## config.mk

```make
export PLATFORM = sky130hd
export DESIGN_NAME = lcd_bus_receiver_flat
export DESIGN_NICKNAME = d
export VERILOG_FILES = /design/src/rtl/lcd_bus_if.sv /design/src/rtl/lcd_bus_receiver.sv /design/src/flat_wrapper.sv
export SDC_FILE = /design/constraint.sdc
export NUM_CORES = 1
export LEC_CHECK = 0
export BUFFER_PORTS_ARGS = -buffer_cell sky130_fd_sc_hd__buf_2
export CAP_MARGIN = 10
export CORE_MARGIN = 5
export CORE_UTILIZATION = 60
export DETAILED_ROUTE_END_ITERATION = 7
export GPL_TIMING_DRIVEN = 0
export PLACE_DENSITY_LB_ADDON = 0.05
export SLEW_MARGIN = 10
export SYNTH_ARGS = -nofsm -noshare
export SYNTH_HDL_FRONTEND = slang
export SYNTH_SLANG_ARGS = --single-unit
```

## constraint.sdc

```tcl
create_clock -name clk -period 3.85 [get_ports clk]
set_input_delay 0.77 -clock clk [delete_from_list [all_inputs] [get_ports clk]]
set_output_delay 0.77 -clock clk [all_outputs]
set_load 0.02 [all_outputs]
```

## src/rtl/lcd_bus_if.sv

```systemverilog
// 8080-style display write bus: strobe, data/command select and byte.
// The image generator drives it; the display receiver listens.
interface lcd_bus_if;
  logic       wr;
  logic       dcx;
  logic [7:0] D;

  modport master (output wr, dcx, D);
  modport slave  (input  wr, dcx, D);
endinterface

```

## src/rtl/lcd_bus_receiver.sv

```systemverilog
// ILI9341-subset display endpoint: captures bus bytes on wr rising edges,
// tracks the address window and emits one RGB565 pixel per two RAMWR bytes.
module lcd_bus_receiver #(
  parameter int WIDTH  = 240,
  parameter int HEIGHT = 320
) (
  input  logic        clk,
  input  logic        rst,
  lcd_bus_if.slave    bus,
  output logic        cmd_valid,
  output logic [7:0]  cmd_code,
  output logic        pix_valid,
  output logic [15:0] pix_x,
  output logic [15:0] pix_y,
  output logic [15:0] pix_color,
  output logic        disp_on,
  output logic        sleep_out,
  output logic        err
);

  localparam logic [7:0] CMD_CASET   = 8'h2A;
  localparam logic [7:0] CMD_PASET   = 8'h2B;
  localparam logic [7:0] CMD_RAMWR   = 8'h2C;
  localparam logic [7:0] CMD_SWRESET = 8'h01;
  localparam logic [7:0] CMD_SLPOUT  = 8'h11;
  localparam logic [7:0] CMD_DISPON  = 8'h29;

  localparam logic [15:0] EC_DEF = 16'(WIDTH - 1);
  localparam logic [15:0] EP_DEF = 16'(HEIGHT - 1);

  typedef enum logic [2:0] {
    IDLE, CASET_P, PASET_P, RAM_HI, RAM_LO
  } state_t;

  state_t      state, state_n;
  logic [1:0]  pidx, pidx_n;
  logic [15:0] sh_s, sh_s_n, sh_e, sh_e_n;
  logic [15:0] sc, sc_n, ec, ec_n, sp, sp_n, ep, ep_n;
  logic [15:0] col, col_n, page, page_n;
  logic [7:0]  hi, hi_n;
  logic        wr_q;

  logic        cmd_valid_n, pix_valid_n, err_n;
  logic        disp_on_n, sleep_out_n;
  logic [7:0]  cmd_code_n;
  logic [15:0] pix_x_n, pix_y_n, pix_color_n;

  logic        strobe;
  logic        in_param;
  logic [15:0] e_fin, lim_m1;
  logic        win_ok;

  assign strobe   = bus.wr & ~wr_q;
  assign in_param = (state == CASET_P) || (state == PASET_P);
  assign e_fin    = {sh_e[15:8], bus.D};
  assign lim_m1   = (state == CASET_P) ? EC_DEF : EP_DEF;
  assign win_ok   = (sh_s <= e_fin) && (e_fin <= lim_m1);

  always_ff @(posedge clk) begin
    if (rst) begin
      state     <= IDLE;
      pidx      <= 2'd0;
      sh_s      <= '0;
      sh_e      <= '0;
      sc        <= '0;
      ec        <= EC_DEF;
      sp        <= '0;
      ep        <= EP_DEF;
      col       <= '0;
      page      <= '0;
      hi        <= '0;
      wr_q      <= 1'b1;
      cmd_valid <= 1'b0;
      cmd_code  <= '0;
      pix_valid <= 1'b0;
      pix_x     <= '0;
      pix_y     <= '0;
      pix_color <= '0;
      disp_on   <= 1'b0;
      sleep_out <= 1'b0;
      err       <= 1'b0;
    end else begin
      state     <= state_n;
      pidx      <= pidx_n;
      sh_s      <= sh_s_n;
      sh_e      <= sh_e_n;
      sc        <= sc_n;
      ec        <= ec_n;
      sp        <= sp_n;
      ep        <= ep_n;
      col       <= col_n;
      page      <= page_n;
      hi        <= hi_n;
      wr_q      <= bus.wr;
      cmd_valid <= cmd_valid_n;
      cmd_code  <= cmd_code_n;
      pix_valid <= pix_valid_n;
      pix_x     <= pix_x_n;
      pix_y     <= pix_y_n;
      pix_color <= pix_color_n;
      disp_on   <= disp_on_n;
      sleep_out <= sleep_out_n;
      err       <= err_n;
    end
  end

  always_comb begin
    state_n     = state;
    pidx_n      = pidx;
    sh_s_n      = sh_s;
    sh_e_n      = sh_e;
    sc_n        = sc;
    ec_n        = ec;
    sp_n        = sp;
    ep_n        = ep;
    col_n       = col;
    page_n      = page;
    hi_n        = hi;
    cmd_valid_n = 1'b0;
    cmd_code_n  = cmd_code;
    pix_valid_n = 1'b0;
    pix_x_n     = pix_x;
    pix_y_n     = pix_y;
    pix_color_n = pix_color;
    disp_on_n   = disp_on;
    sleep_out_n = sleep_out;
    err_n       = 1'b0;

    if (strobe && !bus.dcx) begin
      cmd_valid_n = 1'b1;
      cmd_code_n  = bus.D;
      // A partly received window is dropped, never half-applied
      err_n       = in_param && (pidx != 2'd0);
      pidx_n      = 2'd0;
      state_n     = IDLE;
      unique case (bus.D)
        CMD_CASET: state_n = CASET_P;
        CMD_PASET: state_n = PASET_P;
        CMD_RAMWR: begin
          state_n = RAM_HI;
          col_n   = sc;
          page_n  = sp;
        end
        CMD_SWRESET: begin
          sc_n        = '0;
          ec_n        = EC_DEF;
          sp_n        = '0;
          ep_n        = EP_DEF;
          disp_on_n   = 1'b0;
          sleep_out_n = 1'b0;
        end
        CMD_SLPOUT: sleep_out_n = 1'b1;
        CMD_DISPON: disp_on_n   = 1'b1;
        default: ;
      endcase
    end else if (strobe) begin
      unique case (state)
        CASET_P, PASET_P: begin
          pidx_n = pidx + 2'd1;
          unique case (pidx)
            2'd0: sh_s_n[15:8] = bus.D;
            2'd1: sh_s_n[7:0]  = bus.D;
            2'd2: sh_e_n[15:8] = bus.D;
            default: begin
              sh_e_n[7:0] = bus.D;
              state_n     = IDLE;
              if (!win_ok) begin
                err_n = 1'b1;
              end else if (state == CASET_P) begin
                sc_n = sh_s;
                ec_n = e_fin;
              end else begin
                sp_n = sh_s;
                ep_n = e_fin;
              end
            end
          endcase
        end
        RAM_HI: begin
          hi_n    = bus.D;
          state_n = RAM_LO;
        end
        RAM_LO: begin
          pix_valid_n = 1'b1;
          pix_x_n     = col;
          pix_y_n     = page;
          pix_color_n = {hi, bus.D};
          state_n     = RAM_HI;
          // Raster order inside the window; the whole window wraps
          if (col < ec) begin
            col_n = col + 16'd1;
          end else begin
            col_n  = sc;
            page_n = (page == ep) ? sp : page + 16'd1;
          end
        end
        default: ;
      endcase
    end
  end

endmodule

```

## src/flat_wrapper.sv

```systemverilog
// flat-port wrapper written by rule: the top's interface ports become plain ports
module lcd_bus_receiver_flat 
#(
  parameter int WIDTH  = 240,
  parameter int HEIGHT = 320
)
  (clk, rst, cmd_valid, cmd_code, pix_valid, pix_x, pix_y, pix_color, disp_on, sleep_out, err, bus_wr, bus_dcx, bus_D);
  lcd_bus_if bus_i ();
  input  logic clk;
  input  logic rst;
  output logic cmd_valid;
  output logic [7:0] cmd_code;
  output logic pix_valid;
  output logic [15:0] pix_x;
  output logic [15:0] pix_y;
  output logic [15:0] pix_color;
  output logic disp_on;
  output logic sleep_out;
  output logic err;
  input wire logic [$bits(bus_i.wr)-1:0] bus_wr;
  input wire logic [$bits(bus_i.dcx)-1:0] bus_dcx;
  input wire logic [$bits(bus_i.D)-1:0] bus_D;
  assign bus_i.wr = bus_wr;
  assign bus_i.dcx = bus_dcx;
  assign bus_i.D = bus_D;
  lcd_bus_receiver #(.WIDTH(WIDTH), .HEIGHT(HEIGHT)) u_core (.clk(clk), .rst(rst), .bus(bus_i), .cmd_valid(cmd_valid), .cmd_code(cmd_code), .pix_valid(pix_valid), .pix_x(pix_x), .pix_y(pix_y), .pix_color(pix_color), .disp_on(disp_on), .sleep_out(sleep_out), .err(err));
endmodule
```

After elaboration in Yosys (flattened, before gate mapping) --
Index checks and enable logic that the tools add are counted.
Operators by class: add/sub/neg operators 3, order comparisons 3, equal/unequal tests 19, multiplexer cells 53, bitwise gates (word level) 4, reductions and logical operators 32
Operators by type and width (number):
- $mux 16 | 38
- $add 16x1->16 const B | 2
- $eq 8x6->1 const B | 4
- $le 16x16->1 | 2
- $eq 16x16->1 | 1
- $lt 16x16->1 | 1
- $reduce_and 4->1 | 4
- $reduce_bool 2->1 | 8
- $reduce_and 3->1 | 4
- $reduce_and 6->1 | 2
- $mux 3 | 3
- $mux 9 | 1
- $pmux 3 s3 | 1
- $eq 8x1->1 const B | 1
- $eq 8x5->1 const B | 1
- $mux 1 | 7
- $eq 3x2->1 const B | 2
- $ne 2x2->1 const B | 3
- $pmux 2 s3 | 1
- $reduce_and 2->1 | 3
- $reduce_or 3->1 | 2
- $ne 2x1->1 const B | 2
- $pmux 1 s2 | 2
- $reduce_bool 4->1 | 1
- 13 further kinds | 18
Word-level totals: bits in registers 195, bits of input ports 12, output and inout bits 61

Logic depth before layout (Yosys ltp) --
depth in word-level cells 9, mapped depth 12, mapped depth without buffers 10

Worst setup path after synthesis --
OpenSTA, ideal clock, no wires.
path kind input to register, start point input port bus_D[7], end point register u_core.sp[10], arrival time 3.209 ns, data required time 3.733 ns, setup slack 0.525 ns, stages on the path 10, buffers on the path 2, path through clkbuf_1 inv_1 ha_1 and4_1 nand3_1 or4_1 and2_1 o31a_4 buf_6 a22o_1
Between the ends: word-level cells in the longest chain between the ends 4, elaborated cells on any way between the ends 7
Ends and longest elaborated chain:
- start, declared | RTL line flat_wrapper.sv:22 | input wire logic [$bits(bus_i.D)-1:0] bus_D;
- $le 16x16->1 | RTL line lcd_bus_receiver.sv:57 | assign win_ok = (sh_s <= e_fin) && (e_fin <= lim_m1);
- $logic_and 1x1->1 | RTL line lcd_bus_receiver.sv:57
- $reduce_bool 2->1 (no line)
- $reduce_and 6->1 (no line) *
- end signal, assigned | RTL line lcd_bus_receiver.sv:89 | sp <= sp_n;
- end, declared | RTL line lcd_bus_receiver.sv:38 | logic [15:0] sc, sc_n, ec, ec_n, sp, sp_n, ep, ep_n;
Every way passes the cells marked *; elsewhere a longest branch is shown, timed or not. A chain may end at the register's enable or synchronous reset.

Worst setup path after layout --
start point input port bus_D[4], end point register u_core.ep[1]
Between the ends: word-level cells in the longest chain between the ends 4, elaborated cells on any way between the ends 7
Ends and longest elaborated chain:
- $le 16x16->1 | RTL line lcd_bus_receiver.sv:57
- $logic_and 1x1->1 | RTL line lcd_bus_receiver.sv:57
- $reduce_bool 2->1 (no line)
- $reduce_and 6->1 (no line) *
- end signal, assigned | RTL line lcd_bus_receiver.sv:90 | ep <= ep_n;
- end, declared | RTL line lcd_bus_receiver.sv:38
Marks and branches as above.

==> summary.md <==
| Metric | Value |
|---|---|
| Status | `finished clean` |
| Synth-to-Final Area Change | `13.76%` |
| Maximum vdd drop | `around 360 uV` |
| Initial core utilization | `~61%` |
| Worst r2r src | `u_core.col[14]` |
| Clock Path Buffers | `2` |
| Cell taking the most area after synthesis | `dfxtp_1` |
| Crit path capture type | `register` |
| Post-place setup slack | `-0.1641 ns` |
| N_diodes | `0` |
| # DRC | `0` |
| Syn Nets | `about 1,100` |
| Relative slew margins | `between 20 and 25%` |
| Worst Setup Slack, final | `between 0.2 and 0.25 ns` |
| Hold Violations, Final | `0` |
| Setup-failing EPs final | `0` |
| Die ar. | `0.01710 mm2` |
| Slew at the pin with the worst max-slew slack | `1.150 ns` |
| Fin area | `~0.01 mm2` |
| Crit-path max cell delay | `0.56 ns` |
| RSZ-0062 raised after global routing | `false` |
| CTS tree | `yes` |
| Synth warn | `0` |
| Top delay family on crit path | `simple AND/OR/NAND/NOR gates` |
| WHS | `~0.45 ns` |
| Worst-Skew Late Latency | `0.44 ns` |
| R2R depth | `11` |
| Max-Cap Viols | `0` |
| Post-cts sizing count | `0` |
| Setup Skew | `~0.0085 ns` |
| Inserted Clock Buffers | `17` |
| Number of global-route vias before repair | `7,118` |
| Synth Cell Area | `between 0.008 and 0.009 mm2` |
| Die outline width | `around 130 um` |
| # IOs | `between 70 and 80` |
| Hold Crit Start | `u_core.pix_y[10]` |
| Die Ht | `130.8 um` |
| FP Rows | `between 40 and 50` |
| Setup Fix Bufs, Post-CTS | `0` |
| Critical path cell sequence | `buf_2 -> clkbuf_1 -> inv_1 -> ha_1 -> and4_1 -> nand3_1 -> or4_1 -> and2_1 -> nor4_4 -> buf_6 -> a2bb2oi_1` |
| Critical path buffers and inverters | `4` |
| Via count | `about 7,700` |
| Kind of critical path | `in -> reg` |
| Slowest-stage cell, CP | `clkbuf_1` |
| DP Area | `0.009329 mm2` |
| Leakage | `approximately 4 nW` |
| Top_reg_cell synth | `dfxtp_1` |
| Routed wl met3 | `roughly 1.7 mm` |
| Reg2Reg Setup Slack | `about 0.4 ns` |
| Router iterations before antenna repair | `6` |
| GRT Total Usage | `28.54%` |
| Area share of the largest cell type after synthesis | `~45%` |
| RR Endpoint | `u_core.page[13]` |
| Max-slew violations | `0` |
| Iteration-0 DRC Markers | `667` |
| Worst endpoint required time | `4.17 ns` |
| Vias per std cell | `just under 6` |
| Antenna violations before repair | `0` |
| Flop pwr share | `between 50% and 60%` |
| Worst hold path class | `reg -> reg` |
| Post-synth EDFFs | `0` |
| Sw Share | `22.36%` |
| Average size of a mapped cell | `~8.6 um2` |
| Post-Place Cells | `1,269` |
| Dpl hpwl | `between 15 and 20 mm` |
| Top Layer Used | `met4` |
| Hold Path Cell Cnt | `2` |
| Fin Setup TNS | `0 ns` |
| DR WL/cell | `between 15 and 20 um` |
| RePlAce Congestion | `0.9343` |
| Met1 wire length | `~11 mm` |
| Layout Cells excl Fill | `between 1,000 and 1,500` |
| Largest net degree at the start of global routing | `17` |
| Hold Path End | `u_core.pix_y[10]` |
| Final ANT Viol Nets | `0` |
| Reg clk slew, reported paths | `~0.07 ns` |
| DR WL met2 | `around 11 mm` |
| Fmax | `0.2762 GHz` |
| Share of layout cells above drive strength 1 | `12.44%` |
| Flops & latches, synth | `between 150 and 200` |
| Fin crit period | `between 3 and 4 ns` |
| Hold-fix buffers, CTS | `0` |
| Synth cell types | `67` |
| Grt total ovfl | `0` |
| Pwr dens | `405.7 mW/mm2` |
| H-tree level count | `4` |
| WP data arrival | `between 3 and 4 ns` |
| Sw power | `0.9027 mW` |
| Async SR Flop Fraction | `0%` |
| Core area | `roughly 0.014 mm2` |
| Top cells by area, synth | `dfxtp_1 45%, nand2_1 7.3%, a21oi_1 7.2%, ha_1 5.6%, a22o_1 3.7%` |
| Nets@finish | `1,155` |
| Seq/Total Area, Yosys | `between 40% and 50%` |
| First-pass GRT wire length | `~37 mm` |
| Internal power | `approximately 3.1 mW` |
| Period utilisation layout | `roughly 94%` |
| Post-Synthesis Cells | `1,016` |
| Port Buffer Count | `between 60 and 70` |
| Routed wire length | `between 20 and 25 mm` |
| Clock power frac | `~46%` |
| CTS root buf | `clkbuf_16` |
| CP max FO | `10` |
| CP Launch Type | `primary input` |
| Clock sinks | `a little under 200` |
| Comb power frac | `around 3.8%` |
-- registers in the layout, summed over array words and instances, names as in the netlist, 16 cells and up --
name / flops
u_core.col: 16
u_core.ec: 16
u_core.ep: 16
u_core.page: 16
u_core.pix_color: 16
u_core.pix_x: 16
u_core.pix_y: 16
u_core.sc: 16
u_core.sh_s: 16
u_core.sp: 16
-- synthesized netlist by cell type (all sizes together) (14+ instances only) --
cell type	count
dfxtp	195
nand2	171
a21oi	125
nor2	74
inv	53
clkbuf	44
ha	39
a22o	37
o21ai	25
mux2i	23
and2	20
buf	20
xnor2	17
nand3	16
a22oi	14
-- worst register-to-register path, cell delays in order, from the launching register on --
cell and delay [ns]:
dfxtp_1 0.46, ha_1 0.30, a21o_1 0.19, a2111o_1 0.43, a2111oi_0 0.67, a21o_1 0.21
buf_2 0.16, buf_2 0.27, nor2_1 0.14, buf_2 0.23, a21oi_1 0.16, nor3_1 0.08
-- layer usage --
metal / vias up / global-route usage (%)
met2: 300 / 44.28
met3: 70 / 6.016
met1: 3608 / 38.82
li1: 3715 / -
met5: - / 0
met4: 0 / 11.92
-- power by group through the flow --
stage	Sequential (mW)	Clock, mW	Combinational, mW
detailed placement	2.07	0	0.147
finish	2.02	1.86	0.151
global route	2.02	1.97	0.162
floorplan	2.07	0	0.0898
global placement	2.07	0	0.147
CTS	2.02	1.88	0.148
-- stage by stage --
step	total power [mW]	utilization, %
6_report	4.037	69.00
2_1_floorplan	2.160	-
4_1_cts	4.046	69.00
3_3_place_gp	2.216	64.64
5_1_grt	4.155	69.00
3_5_place_dp	2.217	64.68
-- how the worst max path moves through the flow --
stage | startpoint | endpoint | cells after the start
after floorplan | bus_D[7] | u_core.sp[10] | 10
after global placement | bus_D[4] | u_core.ec[2] | 11
after detailed placement | bus_D[4] | u_core.ec[3] | 11
after CTS | bus_D[4] | u_core.ep[1] | 11
after global routing | bus_D[4] | u_core.ec[0] | 11
final | bus_D[4] | u_core.ep[1] | 11
-- cell type report --
| type | instances | area (um2) |
|---|---|---|
| Buffer | 64 | 302.8 |
| Clock buffer | 21 | 470.5 |
| Clock inverter | 11 | 152.6 |
| Fill cell | 1248 | 4472 |
| Inverter | 53 | 198.9 |
| Multi-Input combinational cell | 704 | 4348 |
| Sequential cell | 195 | 3904 |
| Tap cell | 184 | 230.2 |
| Timing Repair Buffer | 69 | 345.3 |
-- cell usage in the layout, fill, tap and decap left out, drive strengths merged, types with 4 or more instances in the layout --
| cell type | netlist | routed |
|---|---|---|
| buf | 20 | 89 |
| or2 | 4 | 4 |
| o32ai | 8 | 8 |
| nor4 | 6 | 6 |
| a2111oi | 4 | 4 |
| clkbuf | 44 | 65 |
| nor2 | 74 | 74 |
| and2 | 20 | 20 |
| nand2b | 5 | 5 |
| and3 | 12 | 12 |
| nand4 | 12 | 12 |
| ha | 39 | 39 |
| a21o | 8 | 8 |
| a211oi | 4 | 4 |
| nand2 | 171 | 171 |
| nor3 | 6 | 6 |
| inv | 53 | 53 |
| nand3 | 16 | 16 |
| a22oi | 14 | 14 |
| xnor2 | 17 | 17 |
| or4 | 4 | 4 |
| or3 | 7 | 7 |
| a21oi | 125 | 125 |
| mux2i | 23 | 23 |
| dfxtp | 195 | 195 |
| a2bb2oi | 7 | 7 |
| clkinv | 0 | 5 |
| a22o | 37 | 37 |
| nor2b | 10 | 10 |
| mux2 | 6 | 6 |
| o31ai | 4 | 4 |
| o21ai | 25 | 25 |
-- cells by family after synthesis --
kind of cell             count (synthesis)  synth area share [%]
buffers and inverters                  117                 5.735
AO/OA/AOI/OAI                          262                 19.68
AND/OR/NAND/NOR                        356                 19.18
XOR/XNOR                                18                 1.802
adder cells (fa/ha/maj)                 39                 5.578
flip-flops                             195                 44.62
multiplexers                            29                 3.404
Power figures use the tool's default switching activity.
